**src/rtl/alu_share_arbiter.sv**
```systemverilog
// Round-robin arbiter sharing one ALU + ALU control decoder between the execute
// stage (requester 0) and the AXI4-lite test/accelerator port (requester 1).
module alu_share_arbiter #(
    parameter int XLEN = 32
) (
    input  logic            clk,
    input  logic            rst_n,
    input  logic            r0_valid,
    output logic            r0_ready,
    input  logic [1:0]      r0_aluop,
    input  logic [6:0]      r0_funct7,
    input  logic [2:0]      r0_funct3,
    input  logic [XLEN-1:0] r0_a,
    input  logic [XLEN-1:0] r0_b,
    input  logic            r1_valid,
    output logic            r1_ready,
    input  logic [1:0]      r1_aluop,
    input  logic [6:0]      r1_funct7,
    input  logic [2:0]      r1_funct3,
    input  logic [XLEN-1:0] r1_a,
    input  logic [XLEN-1:0] r1_b,
    output logic [1:0]      alu_aluop,
    output logic [6:0]      alu_funct7,
    output logic [2:0]      alu_funct3,
    output logic [XLEN-1:0] alu_a,
    output logic [XLEN-1:0] alu_b,
    input  logic [4:0]      alu_ctrl_op,
    input  logic [XLEN-1:0] alu_result,
    input  logic            alu_flag,
    output logic            rsp_valid,
    input  logic            rsp_ready,
    output logic            rsp_id,
    output logic [XLEN-1:0] rsp_result,
    output logic            rsp_flag,
    output logic            rsp_illegal
);

    typedef enum logic [1:0] {IDLE, EXEC, RESP} state_t;

    localparam logic [4:0] CTRL_ILLEGAL = 5'b11111;

    state_t state, state_nx;
    logic   last_grant;
    logic   pending_id;
    logic   winner;
    logic   handshake;

    // On a tie the requester that did not win last time gets the ALU.
    always_comb begin
        // NOTE: every signal written here gets a default first so no latch is inferred.
        winner = 1'b0;
        if (r0_valid && r1_valid)
            winner = ~last_grant;
        else if (r1_valid)
            winner = 1'b1;
    end

    assign r0_ready  = (state == IDLE) && r0_valid && !winner;
    assign r1_ready  = (state == IDLE) && r1_valid &&  winner;
    assign handshake = r0_ready | r1_ready;

    always_comb begin
        state_nx = state;
        case (state)
            IDLE:    if (handshake) state_nx = EXEC;
            EXEC:    state_nx = RESP;
            RESP:    if (rsp_ready) state_nx = IDLE;
            default: state_nx = IDLE;
        endcase
    end

    // NOTE: sequential state uses non-blocking assignments so every register
    // samples the pre-edge values regardless of statement order.
    always_ff @(posedge clk) begin
        if (!rst_n) begin
            state       <= IDLE;
            last_grant  <= 1'b1;
            pending_id  <= 1'b0;
            alu_aluop   <= '0;
            alu_funct7  <= '0;
            alu_funct3  <= '0;
            alu_a       <= '0;
            alu_b       <= '0;
            rsp_valid   <= 1'b0;
            rsp_id      <= 1'b0;
            rsp_result  <= '0;
            rsp_flag    <= 1'b0;
            rsp_illegal <= 1'b0;
        end else begin
            state <= state_nx;

            if (handshake) begin
                last_grant <= winner;
                pending_id <= winner;
                alu_aluop  <= winner ? r1_aluop  : r0_aluop;
                alu_funct7 <= winner ? r1_funct7 : r0_funct7;
                alu_funct3 <= winner ? r1_funct3 : r0_funct3;
                alu_a      <= winner ? r1_a      : r0_a;
                alu_b      <= winner ? r1_b      : r0_b;
            end

            // The ALU path is combinational, so one EXEC cycle settles the result.
            if (state == EXEC) begin
                rsp_valid   <= 1'b1;
                rsp_id      <= pending_id;
                rsp_result  <= alu_result;
                rsp_flag    <= alu_flag;
                rsp_illegal <= (alu_ctrl_op == CTRL_ILLEGAL);
            end

            if (state == RESP && rsp_ready)
                rsp_valid <= 1'b0;
        end
    end

endmodule

```
**config.mk**
```make
export PLATFORM = sky130hd
export DESIGN_NAME = alu_share_arbiter
export DESIGN_NICKNAME = d
export VERILOG_FILES = /design/src/rtl/alu_share_arbiter.sv
export SDC_FILE = /design/constraint.sdc
export NUM_CORES = 1
export LEC_CHECK = 0
export BUFFER_PORTS_ARGS = -buffer_cell sky130_fd_sc_hd__buf_2
export CORE_AREA = 5 5 118 120
export DETAILED_ROUTE_END_ITERATION = 16
export DIE_AREA = 0 0 123 125
export PLACE_DENSITY = 0.87
export SETUP_SLACK_MARGIN = 0.5
export SLEW_MARGIN = 5
export SYNTH_ARGS = -nofsm -noshare
export SYNTH_HDL_FRONTEND = slang
export SYNTH_SLANG_ARGS = --single-unit
```
**constraint.sdc**
```tcl
create_clock -name clk -period 1.95 [get_ports clk]
set_input_delay 0.2925 -clock clk [delete_from_list [all_inputs] [get_ports clk]]
set_output_delay 0.2925 -clock clk [all_outputs]
set_load 0.02 [all_outputs]
```
# Word level (Yosys, flattened, before mapping)
# Cells that the tools add are included.
[word_totals] out_inout_bits=114 input_bits=195 regBits=116
[classes] bitwise_logic=3 reduce_logical=10 n_eq_ne=5 n_mux=10
[ops] operator="two-way mux 32 bit" n=2
[ops] operator="two-way mux 7 bit" n=1
[ops] operator="logical AND 1 bit" n=6
[ops] operator="two-way mux 2 bit" n=3
[ops] operator="one-hot mux 2 bit (3 select lines)" n=1
[ops] operator="== test 5 bit, second input constant" n=1
[ops] operator="inequality test 2 bit, second input constant" n=2
[ops] operator="two-way mux 3 bit" n=1
[ops] operator="== test 2 x 1 -> 1 bit, second input constant" n=1
[ops] operator="== test 2 bit, second input constant" n=1
[ops] operator="zero test 2 bit" n=1
[ops] operator="two-way mux 1 bit" n=2
[ops] operator="inverter 1 bit" n=2
[ops] operator="AND reduction 2 bit" n=1
[ops] operator="OR reduction 2 bit" n=1
[ops] operator="zero test 1 bit" n=1
[ops] operator="bitwise OR 1 bit" n=1

# Logic depth before layout (Yosys ltp)
# Gate-level depths: netlist (run 1).
[depth] word_depth=7 depth_mapped=7 mapped_depth_nobuf=3

# Least setup slack after synthesis (run 1)
# Ideal clock, no wire load.
[synth_timing] path_kind="reg2out" startpoint="reg last_grant" endpoint="out r1_ready" setup_slack_ns=0.364 stages_incl_launch_ff=5 path_buffers=2 t_required_ns=1.657 arrival_ns=1.293 path_cell_list="dfxtp_1 a21bo_2 buf_4 clkbuf_1 nor3_1"
[synth_between] elab_chain_len=3
[synth_rtl] element="start, declared" line="43" text="logic last_grant;"
[synth_rtl] element="start signal, assigned" line="93" text="last_grant <= winner;"
[synth_rtl] element="inverter 1 bit" line="53" text="winner = ~last_grant;"
[synth_rtl] element="two-way mux 1 bit" line="52" text="if (r0_valid && r1_valid)"
[synth_rtl] element="logical AND 1 bit" line="59" text="assign r1_ready = (state == IDLE) && r1_valid && winner;"
[synth_rtl] element="end, declared" line="16" text="output logic r1_ready,"
# Every way passes these cells.

# Worst setup path after layout (run 1)
[layout_timing] startpoint="reg state[1]" endpoint="out r0_ready"
[layout_between] elab_chain_len=3
[layout_rtl] element="start, declared" line="42" text="state_t state, state_nx;"
[layout_rtl] element="start signal, assigned" line="90" text="state <= state_nx;"
[layout_rtl] element="zero test 2 bit" line="58" text="assign r0_ready = (state == IDLE) && r0_valid && !winner;"
[layout_rtl] element="logical AND 1 bit (2 in a row)" line="58"
[layout_rtl] element="end, declared" line="9" text="output logic r0_ready,"
# Every way passes these cells.

==> impl_metrics.py, run 1 <==
metrics = {
    "run_status": {
        "status": "finished, final reports clean",
    },
    "routing": {
        "drc": 0,
        "vias": 5984,
        "drt-vias-per-instance": 5.32,
        "postRouteAntennaNets": 0,
        "wire_per_inst_um": 19.0,
        "drtIter0Drc": 352,
        "wl_mm": 21.4,
        "drt-pass1-iter-count": 5,
    },
    "cts": {
        "cts_hold_buffers": 0,
        "cts_inserted_buffers": 17,
        "clk_latency_ns": 0.41,
        "cts_buffer_depth": 2,
        "htreeDepth": 4,
        "root_buffer": "clkbuf_16",
        "clkTransAtPathRegs_ns": 0.06,
        "cts_tree": "built",
        "clock-sinks": 116,
    },
    "power_and_ir_drop": {
        "pwr-share-seq_pct": 33.6,
        "switching_share_pct": 31.1,
        "clkPwrFrac_pct": 38.4,
        "p_total_mw": 8.22,
        "pwr-share-comb_pct": 28.0,
        "power_switching_mw": 2.56,
        "intPower_mw": 5.66,
        "p_per_area_mw_per_mm2": 991,
        "vdd_drop_max_uv": 584,
        "leakagePower_nw": 3.90,
    },
    "timing": {
        "hold_viol": 0,
        "setup_viol": 0,
        "finalCritPeriodShare_pct": 86.2,
        "fin_setup_tns_ns": 0,
        "fmax_mhz": 595,
        "slew_headroom_pct": 74.1,
        "period_minus_slack_ns": 1.68,
        "worst_slew_pin_slew_ns": 0.389,
        "rsz0062_at_grt": "true",
        "finClkSkew_ns": 0.00578,
        "final_max_slew_viol_count": 0,
    },
    "global_route": {
        "gr-total-overflow": 0,
        "grt_pass1_vias": 5472,
        "grt_max_degree": 73,
        "grt_antenna_before_repair": 0,
        "grt_pass1_wl_mm": 27.0,
        "grtUsageTotal_pct": 22.4,
    },
    "finish": {
        "final.fill_count": 1040,
        "diodes": 0,
        "fin_nets": 1131,
        "fin_util_pct": 64.5,
        "area_growth_syn_to_layout_pct": 63.6,
        "layout.cells.non_filler": 1125,
        "drive_gt1_share_pct": 49.6,
    },
    "logic_synthesis": {
        "syn_nets": 808,
        "synth_compound_area_share_pct": 30.1,
        "synth_area_mm2": 0.00507,
        "synthMuxAreaShare_pct": 0,
        "ys_types": 28,
        "netlist_instances": 613,
        "synth_xor_area_share_pct": 0,
        "synth_adder_area_share_pct": 0,
        "yosys.area_share.simple_pct": 18.1,
        "yosys_warnings": 0,
        "synth-seq-cells": 116,
        "synth_top_family_by_area": "compound AO/OA/AOI/OAI gates",
        "ys_seq_area_share_pct": 45.8,
        "syn_avg_cell_area_um2": 8.28,
    },
    "setup_path": {
        "cp-end-kind": "output pin",
        "crit_fanout": 3,
        "start_kind": "register",
        "crit_type": "reg2out",
        "cp.arrival_ns": 1.39,
        "cp.required_ns": 1.66,
    },
    "run": {
        "drv_cap": 0,
    },
    "die": {
        "initial_core_util_pct": 39.4,
        "num_rows": 42,
        "dieArea_mm2": 0.0154,
        "io_pins": 309,
        "die_w_um": 123,
        "die_y_um": 125,
        "fp.coreArea_mm2": 0.0129,
    },
    "min_path": {
        "min_path_type": "in2reg",
    },
    "placed_design": {
        "port_buffers": 308,
        "dpl.cell_count": 1050,
        "dp_hpwl_mm": 12.4,
        "gp_congestion": 0.833,
    },
}
## metrics by stage
stage               hold WS [ns]  cell area [µm²]  setup slack, ns
floorplan                  0.381             5080            0.520
global placement           0.437             6780            0.405
detailed placement         0.443             6780            0.322
CTS                        0.106             7580            0.249
global route               0.108             8300            0.237
finish                     0.119             8300            0.270
## Yosys cell counts
library cell  instances  area share [%]
dfxtp_1             116              46
nor2_2                1            0.12
clkbuf_2              1           0.099
nor2_1                4            0.30
a21oi_1             113              11
o211ai_1              1            0.15
a311oi_1             36             6.2
buf_6                 5             1.1
buf_1                 2            0.15
nand2b_1              1            0.12
or3b_2                1            0.17
buf_4                 3            0.44
a22oi_1               1            0.15
and3_1                2            0.25
nor3_1                1           0.099
clkbuf_1             41             3.0
a21boi_2              1            0.22
clkinv_1              1           0.074
nand4_1               1            0.12
nor2b_1               1            0.12
a21bo_2               1            0.20
a311oi_2             40              12
or2_1                 1            0.12
inv_1                 1           0.074
and2_1                1            0.12
o21ai_0               2            0.20
buf_2                11             1.1
nand2_1             223              16
## power by group through the flow
stage	clock, mW	sequential (mW)	combinational (mW)
floorplan	0	3.10	0.812
global route	3.30	2.79	2.45
CTS	3.18	2.76	1.89
global placement	0	2.80	1.75
finish	3.15	2.76	2.30
detailed placement	0	2.81	1.78
## worst paths after layout
kind / start / end / slack, ns / depth (start not counted)
hold / removal: alu_result[21] / rsp_result[21]$_SDFFE_PN0N_ / 0.12 / 3
hold reg to reg: rsp_result[7]$_SDFFE_PN0N_ / rsp_result[7]$_SDFFE_PN0N_ / 0.45 / 2
setup reg to reg: last_grant$_SDFFE_PN1P_ / alu_funct7[0]$_SDFFE_PN0P_ / 0.35 / 7
setup / recovery: state[1]$_SDFFE_PN0P_ / r0_ready / 0.27 / 3
## worst max-delay path, stage by stage (launching register included)
cell	delay (ns)
dfxtp_4	0.34
or3b_4	0.43
nor2_4	0.10
buf_6	0.12
## cell usage in the layout (no fill, tap or decap), drive strengths merged, types with 2 or more instances in the layout
| cell type | synthesis | final |
|---|---|---|
| dfxtp | 116 | 116 |
| bufinv | 0 | 3 |
| and3 | 2 | 2 |
| inv | 1 | 3 |
| clkinv | 1 | 7 |
| nand2 | 223 | 223 |
| buf | 21 | 353 |
| a311oi | 76 | 76 |
| a21oi | 113 | 113 |
| and2 | 1 | 3 |
| clkinvlp | 0 | 3 |
| nor2 | 5 | 5 |
| clkbuf | 42 | 30 |
| o21ai | 2 | 2 |
## final cells by class
class / instances / area (µm²) / area share [%]
multi-input combinational: 434 / 2630 / 31.7
tap: 176 / 220 / 2.65
clock inverter: 14 / 160 / 1.93
sequential: 116 / 2330 / 28.1
timing repair buffer: 365 / 2500 / 30.2
clock buffer: 18 / 439 / 5.29
inverter: 2 / 10.0 / 0.121
## state kept, by name, summed over array words and instances (netlist names)
signal       cells
rsp_result      32
alu_b           32
alu_funct3       3
rsp_valid        1
pending_id       1
alu_a           32
rsp_flag         1
state            2
alu_funct7       7
rsp_illegal      1
alu_aluop        2
last_grant       1
rsp_id           1
## metal layers
metal / part of all wire, % / GRT usage [%] / up-vias
li1: - / - / 2821
met1: 37 / 24.2 / 2757
met2: 49 / 38.0 / 351
met3: 10 / 8.13 / 55
met4: 3.3 / 11.9 / 0
met5: 0 / 0 / -
## cell families after synthesis
kind of cell	count (synthesis)
simple gates	237
compound gates	195
buf+inv	65
flops	116
## repair_timing
item / 4_1_cts / 5_1_grt
pin swaps: 3 / 32
resized for setup: 14 / 60
setup buffers: 8 / 12
setup endpoints to repair: 8 / 78
gates cloned: 3 / 20
Power figures use the tool's default switching activity.
==> run 2, diff against run 1 <==
--- a/config.mk
+++ b/config.mk
@@ -6,10 +6,12 @@
 export NUM_CORES = 1
 export LEC_CHECK = 0
 export BUFFER_PORTS_ARGS = -buffer_cell sky130_fd_sc_hd__buf_2
-export CORE_AREA = 5 5 118 120
+export CELL_PAD_IN_SITES_DETAIL_PLACEMENT = 1
+export CELL_PAD_IN_SITES_GLOBAL_PLACEMENT = 2
+export CORE_ASPECT_RATIO = 1.75
+export CORE_UTILIZATION = 22
 export DETAILED_ROUTE_END_ITERATION = 16
-export DIE_AREA = 0 0 123 125
-export PLACE_DENSITY = 0.87
+export PLACE_DENSITY = 0.9
 export SETUP_SLACK_MARGIN = 0.5
 export SLEW_MARGIN = 5
 export SYNTH_ARGS = -nofsm -noshare
==> impl_metrics.py, run 2 (synthesis gave the netlist of run 1 again) <==
metrics = {
    "run_status": {
        "status": "finished, final reports clean",
    },
    "min_path": {
        "min_to": "rsp_result[13]$_SDFFE_PN0N_",
        "min_path_type": "in2reg",
        "worstHoldPathCells": 3,
        "min_from": "alu_result[13]",
    },
    "setup_path": {
        "crit_family": "simple AND/OR/NAND/NOR gates",
        "reg2reg_to": "alu_a[8]$_SDFFE_PN0P_",
        "cp.arrival_ns": 1.40,
        "cp-end-kind": "output pin",
        "slowest_delay_ns": 0.42,
        "crit_type": "reg2out",
        "worstReg2RegStart": "state[0]$_SDFFE_PN0P_",
        "crit_fanout": 2,
        "cp_num_buf_inv": 1,
        "cp.required_ns": 1.66,
        "path_cells": "or3b_4 > nor2_4 > buf_6",
        "start_kind": "register",
        "r2r_slack_ns": 0.35,
        "cpMaxStageDelayCell": "or3b_4",
        "reg2reg_depth": 7,
    },
    "global_route": {
        "grt_antenna_before_repair": 4,
        "grt_pass1_vias": 6001,
        "grt_pass1_wl_mm": 34.1,
        "gr-total-overflow": 0,
        "grt_max_degree": 44,
        "grtUsageTotal_pct": 19.7,
    },
    "timing": {
        "hold_viol": 0,
        "period_minus_slack_ns": 1.69,
        "final_max_slew_viol_count": 0,
        "finalCritPeriodShare_pct": 86.9,
        "fin_setup_tns_ns": 0,
        "setup_viol": 0,
        "layout_setup_ws_ns": 0.255,
        "slew_headroom_pct": 68.1,
        "finClkSkew_ns": 0.00993,
        "rsz0062_at_grt": "true",
        "fmax_mhz": 590,
        "worst_slew_pin_slew_ns": 0.478,
    },
    "cts": {
        "htreeDepth": 4,
        "cts_tree": "built",
        "cts_inserted_buffers": 17,
        "cts_hold_buffers": 0,
        "root_buffer": "clkbuf_16",
        "clock-sinks": 116,
        "clkTransAtPathRegs_ns": 0.05,
        "cts_buffer_depth": 2,
        "clk_latency_ns": 0.43,
    },
    "finish": {
        "layout.cells.non_filler": 1267,
        "final_common_cell": "buf_2",
        "final_cell_mix": "306 x buf_2, 221 x nand2_1, 113 x dfxtp_1",
        "drive_gt1_share_pct": 49.4,
        "final_area_mm2": 0.00874,
        "fin_nets": 1146,
        "final.fill_count": 2783,
        "top_regs": "alu_a: 32 flops, alu_b: 32 flops, rsp_result: 32 flops",
        "area_growth_syn_to_layout_pct": 72.2,
        "multi_input_area_mm2": 0.00255,
        "area.sequential_mm2": 0.00233,
    },
    "placed_design": {
        "gp_congestion": 0.778,
        "pre_cts_ws_ns": 0.295,
        "dp_hpwl_mm": 14.6,
        "placed_cell_area_mm2": 0.00690,
        "port_buffers": 308,
        "dpl.cell_count": 1172,
    },
    "routing": {
        "postRouteAntennaNets": 0,
        "vias": 6077,
        "wl_mm": 28.3,
        "drt-vias-per-instance": 4.80,
        "drc": 0,
        "drt-pass1-iter-count": 4,
        "drtIter0Drc": 205,
        "wire_per_inst_um": 22.4,
    },
    "die": {
        "die_y_um": 203,
        "dieArea_mm2": 0.0237,
        "io_pins": 309,
        "num_rows": 73,
        "die_w_um": 117,
        "initial_core_util_pct": 22.4,
        "fp.coreArea_mm2": 0.0227,
    },
    "run": {
        "drv_cap": 0,
    },
    "power_and_ir_drop": {
        "p_per_area_mw_per_mm2": 990,
        "leakagePower_nw": 4.01,
        "vdd_drop_max_uv": 528,
        "p_total_mw": 8.65,
    },
}
## run 2: cell count changes in the layout (fill, tap and decap cells not counted), moves of 4 or more
cell	delta
clkbuf_16	+8
buf_6	-9
nand2_1	+6
diode_2	+4
buf_16	+6
nand2_4	-8
buf_4	+12
## run 2: area by class of cell
class	instances	area share, %
diodes	4	0.115
clock buffers	22	5.43
clock inverters	9	1.46
inverters	2	0.115
multi-input cells	432	29.2
flip-flops and latches	116	26.7
well taps	300	4.30
repair buffers	382	32.7
## run 2: report_power, final
| part | total [mW] | internal [mW] | leakage [nW] | switching [mW] |
|---|---|---|---|---|
| combinational | 2.63 | 1.17 | 2.76 | 1.46 |
| clock | 3.26 | 2.10 | 0.288 | 1.17 |
| sequential | 2.76 | 2.63 | 0.960 | 0.135 |
## run 2: how the worst max path moves through the flow
stage,from,to,slack (ns),depth (start not counted)
3_5_place_dp,r0_valid,alu_a[27]$_SDFFE_PN0P_,0.29,5
3_3_place_gp,r0_valid,alu_funct3[2]$_SDFFE_PN0P_,0.37,5
4_1_cts,state[0]$_SDFFE_PN0P_,r0_ready,0.27,3
2_1_floorplan,state[1]$_SDFFE_PN0P_,r0_ready,0.52,2
5_1_grt,state[0]$_SDFFE_PN0P_,r0_ready,0.21,3
6_report,state[0]$_SDFFE_PN0P_,r0_ready,0.26,3
## run 2: stage by stage
stage | util, % | hold WS [ns]
after detailed placement | 30.4 | 0.443
after global placement | 30.4 | 0.438
after floorplan | - | 0.381
after CTS | 34.6 | 0.0873
after global routing | 38.6 | 0.102
final | 38.6 | 0.108
## run 2: routing by layer
layer  GRT usage [%]  wire length [µm]  up-vias
li1                -                 -     2846
met1            19.6             10000     2948
met2            37.2             16100      235
met3            4.51              1420       48
met4            9.27               843        0
met5               0                 0        -
## run 2: what timing repair did
action / in CTS / in global routing
gates resized for setup: 24 / 37
pin swaps: 6 / 53
buffers inserted: 10 / 13
cloned: 7 / 30
setup endpoints to repair: 78 / 70
## run 2: worst reg2reg max path, cell delays in order, from the launching register on
cell	delay, ns
dfxtp_4	0.34
buf_4	0.16
nor2_4	0.19
buf_6	0.13
clkbuf_16	0.14
buf_8	0.14
a21oi_1	0.11
a311oi_2	0.28
